--- config.mk ---
export PLATFORM = sky130hd
export DESIGN_NAME = mp3dec_i2s_tx
export DESIGN_NICKNAME = d
export VERILOG_FILES = /design/src/rtl/mp3dec_i2s_tx.sv
export SDC_FILE = /design/constraint.sdc
export NUM_CORES = 1
export LEC_CHECK = 0
export ABC_AREA = 0
export ABC_CLOCK_PERIOD_IN_PS = 6900
export BUFFER_PORTS_ARGS = -buffer_cell sky130_fd_sc_hd__buf_2
export CORE_UTILIZATION = 33
export DETAILED_ROUTE_END_ITERATION = 10
export SYNTH_ARGS = -nofsm -noshare
export SYNTH_HDL_FRONTEND = slang
export SYNTH_SLANG_ARGS = --single-unit
--- constraint.sdc ---
create_clock -name HCLK -period 6.9 [get_ports HCLK]
set_clock_uncertainty 0.15 [all_clocks]
set_input_delay 1.725 -clock HCLK [delete_from_list [all_inputs] [get_ports HCLK]]
set_output_delay 1.725 -clock HCLK [all_outputs]
set_load 0.1 [all_outputs]
--- src/rtl/mp3dec_i2s_tx.sv ---
// Philips I2S transmitter for the MP3 decoder PCM path.
// Pops one {left,right} word per 32-SCK frame from the output FIFO and
// shifts it out MSB first with WS leading the data by one bit clock.
// SCK is a divided-down HCLK; an empty FIFO at frame start sends silence
// and bumps a saturating underrun counter.
module mp3dec_i2s_tx #(
   parameter int DIV_W = 8,
   parameter int CNT_W = 16
) (
   input  logic             HCLK,
   input  logic             HRESETn,
   input  logic             enable,
   input  logic [DIV_W-1:0] clk_div,
   input  logic             pcm_valid,
   input  logic [31:0]      pcm_data,
   output logic             pcm_ready,
   output logic             i2s_sck,
   output logic             i2s_ws,
   output logic             i2s_sd,
   output logic             busy,
   output logic             underrun,
   output logic [CNT_W-1:0] underrun_cnt,
   input  logic             underrun_clr
);

   typedef enum logic {IDLE, RUN} state_t;

   state_t           state;
   logic [DIV_W-1:0] div_r;
   logic [DIV_W-1:0] div_cnt;
   logic             start;
   logic [4:0]       slot;
   logic [31:0]      frame;

   logic [DIV_W-1:0] cnt_n;
   logic             sck_n;
   logic [4:0]       slot_n;
   logic             tick;
   logic             fall;
   logic             stop;
   logic             ready_n;
   logic             udr;

   // Divider/slot next-state and event decode. The first RUN cycle holds the
   // divider so that it plays the same role as a frame-ending falling edge,
   // which keeps every frame (including the first) exactly 64*(D+1) cycles.
   // pcm_ready is predicted one cycle early so it is a plain register; a
   // frame end without a predicted pop is the stop point.
   always_comb begin
      tick    = (state == RUN) && !start && (div_cnt == div_r);
      fall    = tick && i2s_sck;
      stop    = fall && (slot == 5'd31) && !pcm_ready;
      udr     = pcm_ready && !pcm_valid;
      cnt_n   = div_cnt;
      if (tick)
         cnt_n = '0;
      else if ((state == RUN) && !start)
         cnt_n = div_cnt + DIV_W'(1);
      sck_n   = tick ? ~i2s_sck : i2s_sck;
      slot_n  = fall ? slot + 5'd1 : slot;
      ready_n = (state == RUN) && !stop && enable && (cnt_n == div_r) &&
                sck_n && (slot_n == 5'd31);
   end

   // Main sequencer: IDLE/RUN control, divider, slot counter and serial outputs.
   always_ff @(posedge HCLK or negedge HRESETn) begin
      if (!HRESETn) begin
         state     <= IDLE;
         div_r     <= '0;
         div_cnt   <= '0;
         start     <= 1'b0;
         slot      <= '0;
         frame     <= '0;
         pcm_ready <= 1'b0;
         i2s_sck   <= 1'b0;
         i2s_ws    <= 1'b0;
         i2s_sd    <= 1'b0;
      end else begin
         case (state)
            IDLE: begin
               if (enable) begin
                  state     <= RUN;
                  div_r     <= clk_div;
                  div_cnt   <= '0;
                  slot      <= '0;
                  start     <= 1'b1;
                  pcm_ready <= 1'b1;
               end
            end
            RUN: begin
               if (stop) begin
                  state     <= IDLE;
                  div_cnt   <= '0;
                  slot      <= '0;
                  start     <= 1'b0;
                  pcm_ready <= 1'b0;
                  i2s_sck   <= 1'b0;
                  i2s_ws    <= 1'b0;
                  i2s_sd    <= 1'b0;
               end else begin
                  start     <= 1'b0;
                  div_cnt   <= cnt_n;
                  i2s_sck   <= sck_n;
                  slot      <= slot_n;
                  pcm_ready <= ready_n;
                  if (pcm_ready) begin
                     // Load event: take the FIFO word or fall back to silence.
                     frame  <= pcm_valid ? pcm_data : 32'd0;
                     i2s_sd <= pcm_valid ? pcm_data[31] : 1'b0;
                     i2s_ws <= 1'b0;
                  end else if (fall) begin
                     // 31-slot is the bitwise inverse of a 5-bit slot index.
                     i2s_sd <= frame[~slot_n];
                     i2s_ws <= (slot_n >= 5'd15) && (slot_n != 5'd31);
                  end
               end
            end
            default: state <= IDLE;
         endcase
      end
   end

   // Underrun pulse and saturating counter; a clear that lands on an
   // underrun still records that underrun.
   always_ff @(posedge HCLK or negedge HRESETn) begin
      if (!HRESETn) begin
         underrun     <= 1'b0;
         underrun_cnt <= '0;
      end else begin
         underrun <= udr;
         if (underrun_clr)
            underrun_cnt <= udr ? CNT_W'(1) : '0;
         else if (udr && !(&underrun_cnt))
            underrun_cnt <= underrun_cnt + CNT_W'(1);
      end
   end

   assign busy = (state == RUN);

endmodule

## Word level (Yosys, flattened, before mapping)

Cells that the tools add are included.

| word-level totals | value |
|---|---|
| bits of input ports | 45 |
| logic and storage cells | 82 |
| flip-flop bits (word level) | 76 |
| output and inout bits | 22 |

| cells by class | value |
|---|---|
| reductions and logical operators | 24 |
| eq/ne operators | 6 |
| $lt $le $gt $ge | 2 |
| bitwise operators | 4 |
| mux-type cells | 31 |
| add/sub/neg operators | 3 |

Operators by type and width:

| operator | count |
|---|---|
| $mux 16 | 2 |
| $mux 32 | 1 |
| $mux 8 | 4 |
| $add 16x1->16 const B | 1 |
| $eq 8x8->1 | 2 |
| $pmux 8 s2 | 1 |
| $reduce_and 16->1 | 1 |
| $mux 1 | 15 |
| $mux 5 | 3 |
| $logic_and 1x1->1 | 13 |
| $eq 5x5->1 const B | 2 |
| $pmux 5 s2 | 1 |
| $add 8x1->8 const B | 1 |
| $lt 5x6->1 const B | 1 |
| $pmux 1 s2 | 3 |
| $add 5x1->5 const B | 1 |
| $bmux 1 s5 | 1 |
| $ge 5x4->1 const B | 1 |
| $logic_not 1->1 | 5 |
| $ne 5x5->1 const B | 1 |
| $not 5->5 | 1 |
| $reduce_and 2->1 | 2 |
| $not 1->1 | 3 |
| $reduce_and 3->1 | 1 |
| other kinds (3) | 3 |

## Longest topological paths before layout

Gate-level depths: netlist (run 1).

| depth | value |
|---|---|
| depth in word-level cells | 14 |
| mapped depth | 15 |
| gate-level depth less buffers | 12 |

## Least setup slack after synthesis (run 1)

No wires, ideal clock.

| timing path | value |
|---|---|
| path type | register to register |
| from | register state, in the netlist busy |
| to | register div_cnt[4] |
| library setup time | 0.129 ns |
| period minus slack after synthesis | 3.265 ns |
| data required time | 6.621 ns |
| cell stages (with the launch flop) | 15 |
| arrival | 2.985 ns |
| setup slack | 3.635 ns |
| cell sequence | dfrtp_1 nor2b_1 buf_2 nand4_1 inv_2 ha_1 clkbuf_1 nand2_1 or2_2 clkbuf_1 nand2_1 nor2_1 and2_1 o21ai_0 o31ai_1 |

| on the way | value |
|---|---|
| word-level cells in the longest chain between the ends | 7 |

Ends and longest elaborated chain:

| element | line | RTL |
|---|---|---|
| from (decl) | 28 | `state_t state;` |
| from (signal assigned) | 68 | `state <= IDLE;` |
| from (signal assigned) | 82 | `state <= RUN;` |
| from (signal assigned) | 92 | `state <= IDLE;` |
| $logic_and 1x1->1 | 50, 57 |  |
| $logic_and 1x1->1 | 50 | `tick = (state == RUN) && !start && (div_cnt == div_r);` |
| $logic_and 1x1->1 | 51 | `fall = tick && i2s_sck;` |
| $logic_and 1x1->1 (2 in a row) | 52 | `stop = fall && (slot == 5'd31) && !pcm_ready;` |
| $mux 8 | 91 | `if (stop) begin` |
| $pmux 8 s2 | 79 | `case (state)` |
| to (signal assigned) | 102 | `div_cnt <= cnt_n;` |
| to (decl) | 30 | `logic [DIV_W-1:0] div_cnt;` |

Parallel ways exist; a longest one is shown, timed or not.
A chain may end at the register's enable or synchronous reset.

## Final worst setup path (run 1)

| timing path | value |
|---|---|
| from | register state, in the netlist busy |
| to | register div_cnt[3] |

Same word-level chain as after synthesis.

==> results of run 1 <==
-- synth_stat cells, types with 3 or more instances --
library cell / number
clkbuf_1: 19
xnor2_1: 11
mux2i_1: 5
mux4_2: 13
o31ai_1: 6
a21oi_1: 7
nor2_1: 28
dfrtp_1: 76
xor2_1: 21
and2_1: 3
buf_2: 6
and4_1: 3
nand4_1: 8
nor3b_1: 3
nor3_1: 4
nand2_1: 85
nand3_1: 12
and3_1: 6
ha_1: 5
mux2_2: 11
mux4_1: 5
a31oi_1: 3
o21ai_0: 50
a22o_1: 3
inv_1: 4
nor2b_1: 3
nand2b_1: 6
-- worst max-delay path, delay by kind of cell (launching register included) --
family	cells	cell delay, ns
buf+inv	1	0.17
compound gates	3	0.34
flops	1	0.72
fa+ha+maj	1	0.49
simple gates	5	1.59
-- how the worst max path moves through the flow --
stage	start	end	slack (ns)
after detailed placement	busy	div_cnt[3]	3.33
final	busy	div_cnt[3]	3.31
after global placement	pcm_valid	underrun_cnt[9]	3.43
after floorplan	busy	div_cnt[4]	3.64
after global routing	busy	div_cnt[3]	2.88
after CTS	busy	div_cnt[3]	3.32
-- routing by layer --
| metal | vias to the layer above | routed length, µm | GRT usage (%) |
|---|---|---|---|
| met2 | 68 | 4540 | 24.3 |
| met5 | - | 0 | 0 |
| met3 | 11 | 362 | 3.27 |
| met1 | 1575 | 4750 | 21.8 |
| li1 | 1642 | - | - |
| met4 | 0 | 173 | 7.59 |
-- registers in the layout (all words and copies together), names as in the netlist, 5 cells and up --
| name | flops |
|---|---|
| div_r | 8 |
| underrun_cnt | 16 |
| div_cnt | 8 |
| frame | 32 |
| slot | 5 |
-- area by class of cell --
| type | instances | share of cell area, % |
|---|---|---|
| inverters | 5 | 0.368 |
| well taps | 172 | 4.22 |
| repair buffers | 67 | 6.67 |
| clock buffers | 13 | 5.29 |
| multi-input cells | 325 | 44.9 |
| clock inverters | 3 | 1.32 |
| flip-flops and latches | 76 | 37.3 |
-- kinds of logic after synthesis --
kind of cell	after synthesis	synth area share [%]
xor+xnor	34	7.47
buf+inv	33	3.37
simple gates	168	18.3
flops	76	43.8
compound gates	84	11.8
fa+ha+maj	5	1.44
mux	34	13.8
-- per-stage QoR --
step	cell area, µm²	setup slack [ns]	util (%)
after floorplan	4340	3.64	-
after global placement	4770	3.43	37.5
after detailed placement	4770	3.33	37.5
after CTS	5100	3.32	40.1
after global routing	5100	2.88	40.1
final	5100	3.31	40.1
-- power breakdown --
group / switching, µW / total [µW] / internal (µW)
registers: 70.1 / 555 / 485
clock network: 183 / 529 / 347
logic: 141 / 278 / 137
total: 394 / 1360 / 968
==> impl_metrics.tcl, run 1 <==
set metrics [dict create \
    crit_slowest_cell "dfrtp_1" \
    fillers 1279 \
    netlist_area_mm2 0.00434 \
    postRouteWirelength_mm 9.83 \
    cp_max_fo 23 \
    synthDistinctLibCells 50 \
    rsz0062_at_grt "false" \
    wl_per_cell_um 14.9 \
    grt_antenna_before_repair 0 \
    worstRegToRegCells 10 \
    h-tree-depth 3 \
    dieArea_mm2 0.0136 \
    cts_hold_buf 0 \
    hold_class "reg2reg" \
    yosys_warnings 0 \
    area_delta_synth_final_pct 17.6 \
    synth_top_area_cell "dfrtp_1" \
    clk_pin_slew_worst_paths_ns 0.06 \
    fp.coreArea_mm2 0.0127 \
    ctsResizeCount 0 \
    grtUsageTotal_pct 16.0 \
    timing.fmax_mhz 279 \
    hold_viol_final 0 \
    ant_nets 0 \
    cp.arrival_ns 3.64 \
    avgViaCountPerCell 4.99 \
    cts_tree "yes" \
    dr.pass1.iters 4 \
    drc 0 \
    setup.worst_path.start_class "register" \
    hold_end "frame[27]" \
    ir_drop_mv 0.118 \
    whs_path_depth 2 \
    reg2reg_slack_ns 3.31 \
    p_leak_uw 0.00230 \
    synth_seq_area_share_pct 43.8 \
    avgSynthCellArea_um2 10.0 \
    seq_area_mm2 0.00190 \
    post_cts_buffers 0 \
    crit_path_end_kind "register" \
    power_density_mw_per_mm2 267 \
    worstReg2RegStart "busy" \
    synth.area.top_cells "dfrtp_1 (44%), nand2_1 (7.4%), mux4_2 (6.7%)" \
    multi_input_area_mm2 0.00229 \
    min_from "frame[27]" \
    max_slew_margin_pct 36.2 \
    path_class "reg2reg" \
    crit_chain "nor2b_1 > nand4_1 > inv_2 > ha_1 > nand2_1 > or2_2 > nand3_1 > a21oi_1 > o21ai_0 > o31ai_1" \
    num_rows 41 \
    gp_congestion 0.878 \
    nNetsFinal 534 \
    maxCapViolCount 0 \
    setup_tns_ns 0 \
    worst_slew_pin_slew_ns 0.957 \
    clock-sinks 76 \
    start_util_pct 34.1 \
    hold_ws_ns 0.342 \
    die_y_um 117 \
    finalCritPeriodShare_pct 52.0 \
    clk-insertion-delay-late_ns 0.33 \
    dp.cells 645 \
    fin_crit_ns 3.59 \
    layout-drive-gt1-share_pct 24.3 \
    finalNonFillerCells 661 \
    grt_pass1_wl_mm 16.6 \
    synth_edf_count 0 \
    setup_violations 0 \
    grt_max_degree 77 \
    r2r-end "div_cnt[3]" \
    power_uw 1360 \
    dominantRegCellSynth "dfrtp_1" \
    place.port_buffers 66 \
    pin_count 67 \
    drt-initial-drc-count 196 \
    die_w_um 117 \
    synth_top_area_share_pct 43.8 \
    required_ns 6.96 \
    grt_remaining_overflow 0 \
    syn_nets 484 \
    hpwl_mm 6.81 \
    final_common_cell "nand2_1" \
    cts_root_buf "clkbuf_16" \
    final_cell_mix "nand2_1 (85), dfrtp_1 (76), buf_2 (65)" \
    drv_slew 0 \
    critical-path-max-stage-delay_ns 0.72 \
    yosys_register_bits 76 \
    ctsLongestPathBuffers 2 \
    synthCells 434 \
    status "completed" \
    numCtsBuffers 9 \
    first_global_vias 3290 \
    num_vias 3296 \
    num_antenna_cells 0 \
    postSynth.asyncResetShare_pct 100 \
]
Note: power is estimated with default switching activity, not from simulation.
==> run 2, diff against run 1 <==
--- a/config.mk
+++ b/config.mk
@@ -6,7 +6,7 @@
 export NUM_CORES = 1
 export LEC_CHECK = 0
 export ABC_AREA = 0
-export ABC_CLOCK_PERIOD_IN_PS = 6900
+export ABC_CLOCK_PERIOD_IN_PS = 3100
 export BUFFER_PORTS_ARGS = -buffer_cell sky130_fd_sc_hd__buf_2
 export CORE_UTILIZATION = 33
 export DETAILED_ROUTE_END_ITERATION = 10
==> constraint.sdc (replaced) <==
create_clock -name HCLK -period 3.1 [get_ports HCLK]
set_clock_uncertainty 0.15 [all_clocks]
set_input_delay 0.775 -clock HCLK [delete_from_list [all_inputs] [get_ports HCLK]]
set_output_delay 0.775 -clock HCLK [all_outputs]
set_load 0.1 [all_outputs]
==> run 2 against run 1 <==
Net effect: worst hold slack worse by 0.046 ns; total power is 120% higher; flip-flop and latch count stayed put; combinational power grew to 2.5 times the previous value; largest cell class unchanged; final area is 1.7% higher; global-route usage is 0.24 points lower; worst setup slack worse by 3.1 ns.
==> impl_metrics.tcl, run 2 (synthesis results as in run 1) <==
set metrics [dict create \
    status "completed" \
    final_cell_mix "nand2_1 (85), dfrtp_1 (75), buf_2 (65)" \
    postLayoutSetupSlackWorst_ns 0.247 \
    drt-initial-drc-count 131 \
    grt_remaining_overflow 0 \
    wl_per_cell_um 14.6 \
    nNetsFinal 548 \
    numCtsBuffers 9 \
    cts_hold_buf 0 \
    setup_violations 0 \
    pin_count 67 \
    setup_tns_ns 0 \
    first_global_vias 3296 \
    fin_crit_ns 2.85 \
    start_util_pct 34.1 \
    dr.pass1.iters 4 \
    maxCapViolCount 0 \
    p_leak_uw 0.00236 \
    crit_path_end_kind "register" \
    num_antenna_cells 0 \
    setup.worst_path.start_class "register" \
    h-tree-depth 3 \
    hold_class "in2async" \
    num_rows 41 \
    drv_slew 0 \
    final_util_pct 40.8 \
    power_density_mw_per_mm2 575 \
    fp.coreArea_mm2 0.0127 \
    avgViaCountPerCell 5.02 \
    dieArea_mm2 0.0136 \
    cts_tree "yes" \
    die_y_um 117 \
    hold_viol_final 0 \
    cp.arrival_ns 2.94 \
    layout-drive-gt1-share_pct 26.6 \
    regMostFlops "frame" \
    ant_nets 0 \
    area_delta_synth_final_pct 19.6 \
    timing.fmax_mhz 351 \
    worst_slew_pin_slew_ns 0.800 \
    rsz0062_at_grt "false" \
    num_vias 3388 \
    preCtsSetupSlack_ns 0.242 \
    clk_pin_slew_worst_paths_ns 0.06 \
    required_ns 3.19 \
    power_uw 2980 \
    largest_reg_flops 32 \
    max_slew_margin_pct 46.5 \
    clk-insertion-delay-late_ns 0.33 \
    finalCritPeriodShare_pct 92.0 \
    final_common_cell "nand2_1" \
    clock-sinks 76 \
    grtUsageTotal_pct 15.7 \
    ctsLongestPathBuffers 2 \
    place.port_buffers 66 \
    grt_max_degree 64 \
    cts_root_buf "clkbuf_16" \
    top_regs "frame: 32 flops, underrun_cnt: 16 flops" \
    hpwl_mm 7.18 \
    die_w_um 117 \
    grt_pass1_wl_mm 16.4 \
    postRouteWirelength_mm 9.85 \
    worstRegToRegCells 12 \
    drc 0 \
    gp_congestion 0.842 \
    cp_max_fo 7 \
    grt_antenna_before_repair 0 \
    path_class "reg2reg" \
    ir_drop_mv 0.277 \
]
run 2: repair_timing:
item,4_1_cts,5_1_grt
gates resized for setup,0,2
setup endpoints to repair,0,6
setup buffers,0,0
run 2: layer usage:
metal,vias up,track usage (%),routed length (µm)
met2,78,24.9,4650
met1,1627,21.1,4630
met3,11,3.43,411
met4,0,5.99,166
met5,-,0,0
li1,1672,-,-
run 2: cell type report:
type,instances,area [µm²]
Timing Repair Buffer,81,445
Sequential cell,76,1900
Fill cell,1278,7530
Inverter,5,18.8
Clock buffer,12,236
Tap cell,172,215
Multi-Input combinational cell,325,2300
Clock inverter,4,73.8
run 2: worst paths after layout:
check                              start          endpoint  slack, ns
worst max-delay path            div_r[2]            i2s_ws       0.25
worst min-delay path             HRESETn          frame[9]       0.30
worst max register to register  div_r[2]            i2s_ws       0.25
worst min register to register  frame[7]          frame[7]       0.34
max in group asynchronous        HRESETn  underrun_cnt[13]       1.82
min in group HCLK               frame[7]          frame[7]       0.34
run 2: where the power goes:
part	switching, µW	leakage [µW]	total [µW]	internal (µW)
logic	369	0.00132	697	328
registers	111	0.000895	1190	1080
clock network	390	0.000151	1100	706
run 2: worst max-delay path: stages, from the launching register on:
cell,delay [ns]
dfrtp_1,0.46
xor2_1,0.18
nor4_1,0.30
nand4_1,0.18
inv_2,0.14
ha_2,0.25
buf_4,0.15
nand4_1,0.13
xnor2_1,0.25
nand2_1,0.13
xor2_1,0.16
o22a_1,0.18
o22ai_1,0.12
run 2: stage by stage:
step	area [µm²]	hold slack (ns)	cells
finish	5190	0.296	675
global placement	4870	0.322	659
CTS	5180	0.325	675
global route	5190	0.339	675
floorplan	4340	0.308	434
detailed placement	4870	0.342	659
==> run 3, diff against run 2 <==
--- a/config.mk
+++ b/config.mk
@@ -8,7 +8,9 @@
 export ABC_AREA = 0
 export ABC_CLOCK_PERIOD_IN_PS = 3100
 export BUFFER_PORTS_ARGS = -buffer_cell sky130_fd_sc_hd__buf_2
+export CORE_ASPECT_RATIO = 0.6
 export CORE_UTILIZATION = 33
+export CTS_BUF_LIST = sky130_fd_sc_hd__clkbuf_2 sky130_fd_sc_hd__clkbuf_4 sky130_fd_sc_hd__clkbuf_8
 export DETAILED_ROUTE_END_ITERATION = 10
 export SYNTH_ARGS = -nofsm -noshare
 export SYNTH_HDL_FRONTEND = slang
==> run 3 against run 2 <==
Net effect: final area decreased by 2.0%; cell count shrank 0.30%; die area increased by 0.11%; non-clock buffer count did not move; via count increased by 0.30%; largest cell class unchanged; critical path type unchanged; global-route usage increased by 1.3 points; worst hold slack got worse by 0.072 ns; register-to-register slack improved by 0.02 ns; total power down 9.9%; core utilization down 1.1 points; sequential power about the same; largest power group unchanged; first-iteration DRC count is 65% higher.
==> impl_metrics.tcl, run 3 (synthesis results as in run 1) <==
set metrics [dict create \
    grt_antenna_before_repair 0 \
    worstSetupStartpoint "div_r[2]" \
    dr.pass1.iters 4 \
    finalCritPeriodShare_pct 91.4 \
    start_util_pct 33.9 \
    worstRegToRegCells 12 \
    final_common_cell "nand2_1" \
    timing.fmax_mhz 353 \
    path_class "reg2reg" \
    wl_per_cell_um 16.2 \
    final_cell_mix "nand2_1 (85), dfrtp_1 (75), buf_2 (65)" \
    power_density_mw_per_mm2 529 \
    first_global_vias 3363 \
    p_clk_share_pct 28.7 \
    ir_drop_mv 0.216 \
    worst_slew_pin_slew_ns 0.892 \
    hold_viol_final 0 \
    clk-insertion-delay-late_ns 0.36 \
    power_frac_comb_pct 27.0 \
    num_antenna_cells 0 \
    post_cts_buffers 0 \
    grt_max_degree 64 \
    reg2reg_slack_ns 0.27 \
    fin_crit_ns 2.83 \
    worstReg2RegStart "div_r[2]" \
    ant_nets 0 \
    ctsResizeCount 0 \
    p_leak_uw 0.00232 \
    grt_remaining_overflow 0 \
    dieArea_mm2 0.0136 \
    final_util_pct 39.7 \
    nNetsFinal 548 \
    postRouteWirelength_mm 10.9 \
    top_regs "frame: 32 flops, underrun_cnt: 16 flops" \
    endpoint "div_cnt[7]" \
    largest_reg_flops 32 \
    clk_pin_slew_worst_paths_ns 0.08 \
    sw_frac_of_total_pct 32.8 \
    grtUsageTotal_pct 17.0 \
    r2r-end "div_cnt[7]" \
    avgViaCountPerCell 5.05 \
    p_switching_uw 883 \
    ctsLongestPathBuffers 2 \
    rsz0062_at_grt "false" \
    drv_slew 0 \
    required_ns 3.19 \
    cts_root_buf "clkbuf_8" \
    status "completed" \
    cp.arrival_ns 2.92 \
    clock-sinks 76 \
    setup_violations 0 \
    cts_tree "yes" \
    hold_ws_ns 0.224 \
    maxCapViolCount 0 \
    max_slew_margin_pct 40.3 \
    pin_count 67 \
    layout-drive-gt1-share_pct 27.0 \
    hpwl_mm 8.12 \
    area_delta_synth_final_pct 17.2 \
    grt_pass1_wl_mm 17.7 \
    cp_max_fo 7 \
    h-tree-depth 3 \
    fp.coreArea_mm2 0.0128 \
    regMostFlops "frame" \
    drt-initial-drc-count 216 \
    num_vias 3398 \
    p_seq_share_pct 44.3 \
    die_y_um 90.8 \
    setup.worst_path.start_class "register" \
    die_w_um 150 \
    setup_tns_ns 0 \
    place.port_buffers 66 \
    p_int_uw 1810 \
    fillers 1299 \
    gp_congestion 0.862 \
    drc 0 \
    hold_class "in2async" \
    crit_path_end_kind "register" \
    num_rows 32 \
    numCtsBuffers 9 \
    cts_hold_buf 0 \
]
[run 3: cell types whose count changed in the layout (fill, tap and decap cells not counted), sizes merged]
cell,change
clkbuf,-2
clkinv,+2
inv,+1
bufinv,-1
[run 3: how the worst min path moves through the flow]
stage                      endpoint  slack, ns
after floorplan           frame[13]       0.31
after CTS                  div_r[4]       0.23
after global routing       div_r[4]       0.25
after global placement    frame[20]       0.33
after detailed placement     i2s_sd       0.33
final                      div_r[4]       0.22
[run 3: per-layer routing]
| metal | GRT usage, % | wire, µm | up-vias |
|---|---|---|---|
| met4 | 5.05 | 153 | 0 |
| met1 | 27.3 | 5930 | 1650 |
| met3 | 3.74 | 461 | 11 |
| li1 | - | - | 1666 |
| met2 | 22.2 | 4330 | 71 |
| met5 | 0 | 0 | - |
[run 3: through the flow]
step | total power [µW] | std cells | worst slack [ns] | area, µm²
after global placement | 1920 | 657 | 0.379 | 4880
after CTS | 2710 | 673 | 0.255 | 5080
after detailed placement | 1930 | 657 | 0.269 | 4880
after floorplan | 1720 | 434 | 0.118 | 4340
after global routing | 2840 | 673 | 0.0614 | 5090
final | 2690 | 673 | 0.267 | 5090
[run 3: worst max-delay path, cell delays in order (launching register included)]
cell	delay [ns]
dfrtp_1	0.47
xor2_1	0.17
nor4_1	0.26
nand4_1	0.17
inv_2	0.14
ha_2	0.26
nand2_1	0.08
or2_2	0.35
nand2_1	0.16
nor2_1	0.09
and2_1	0.16
o21ai_0	0.16
o31ai_1	0.10
[run 3: power by group through the flow]
stage                     Clock [µW]  Sequential, µW  Combinational [µW]
after global placement             0            1200                 716
after floorplan                    0            1210                 508
after CTS                        801            1190                 723
after global routing             843            1210                 789
final                            771            1190                 726
after detailed placement           0            1210                 720
[run 3: final cells by class]
| type | instances | area (µm²) | area share, % |
|---|---|---|---|
| clock buffer | 10 | 138 | 2.71 |
| clock inverter | 6 | 62.6 | 1.23 |
| sequential | 76 | 1900 | 37.4 |
| tap | 170 | 213 | 4.18 |
| inverter | 5 | 18.8 | 0.369 |
| multi-input combinational | 325 | 2290 | 45.1 |
| timing repair buffer | 81 | 458 | 9.00 |
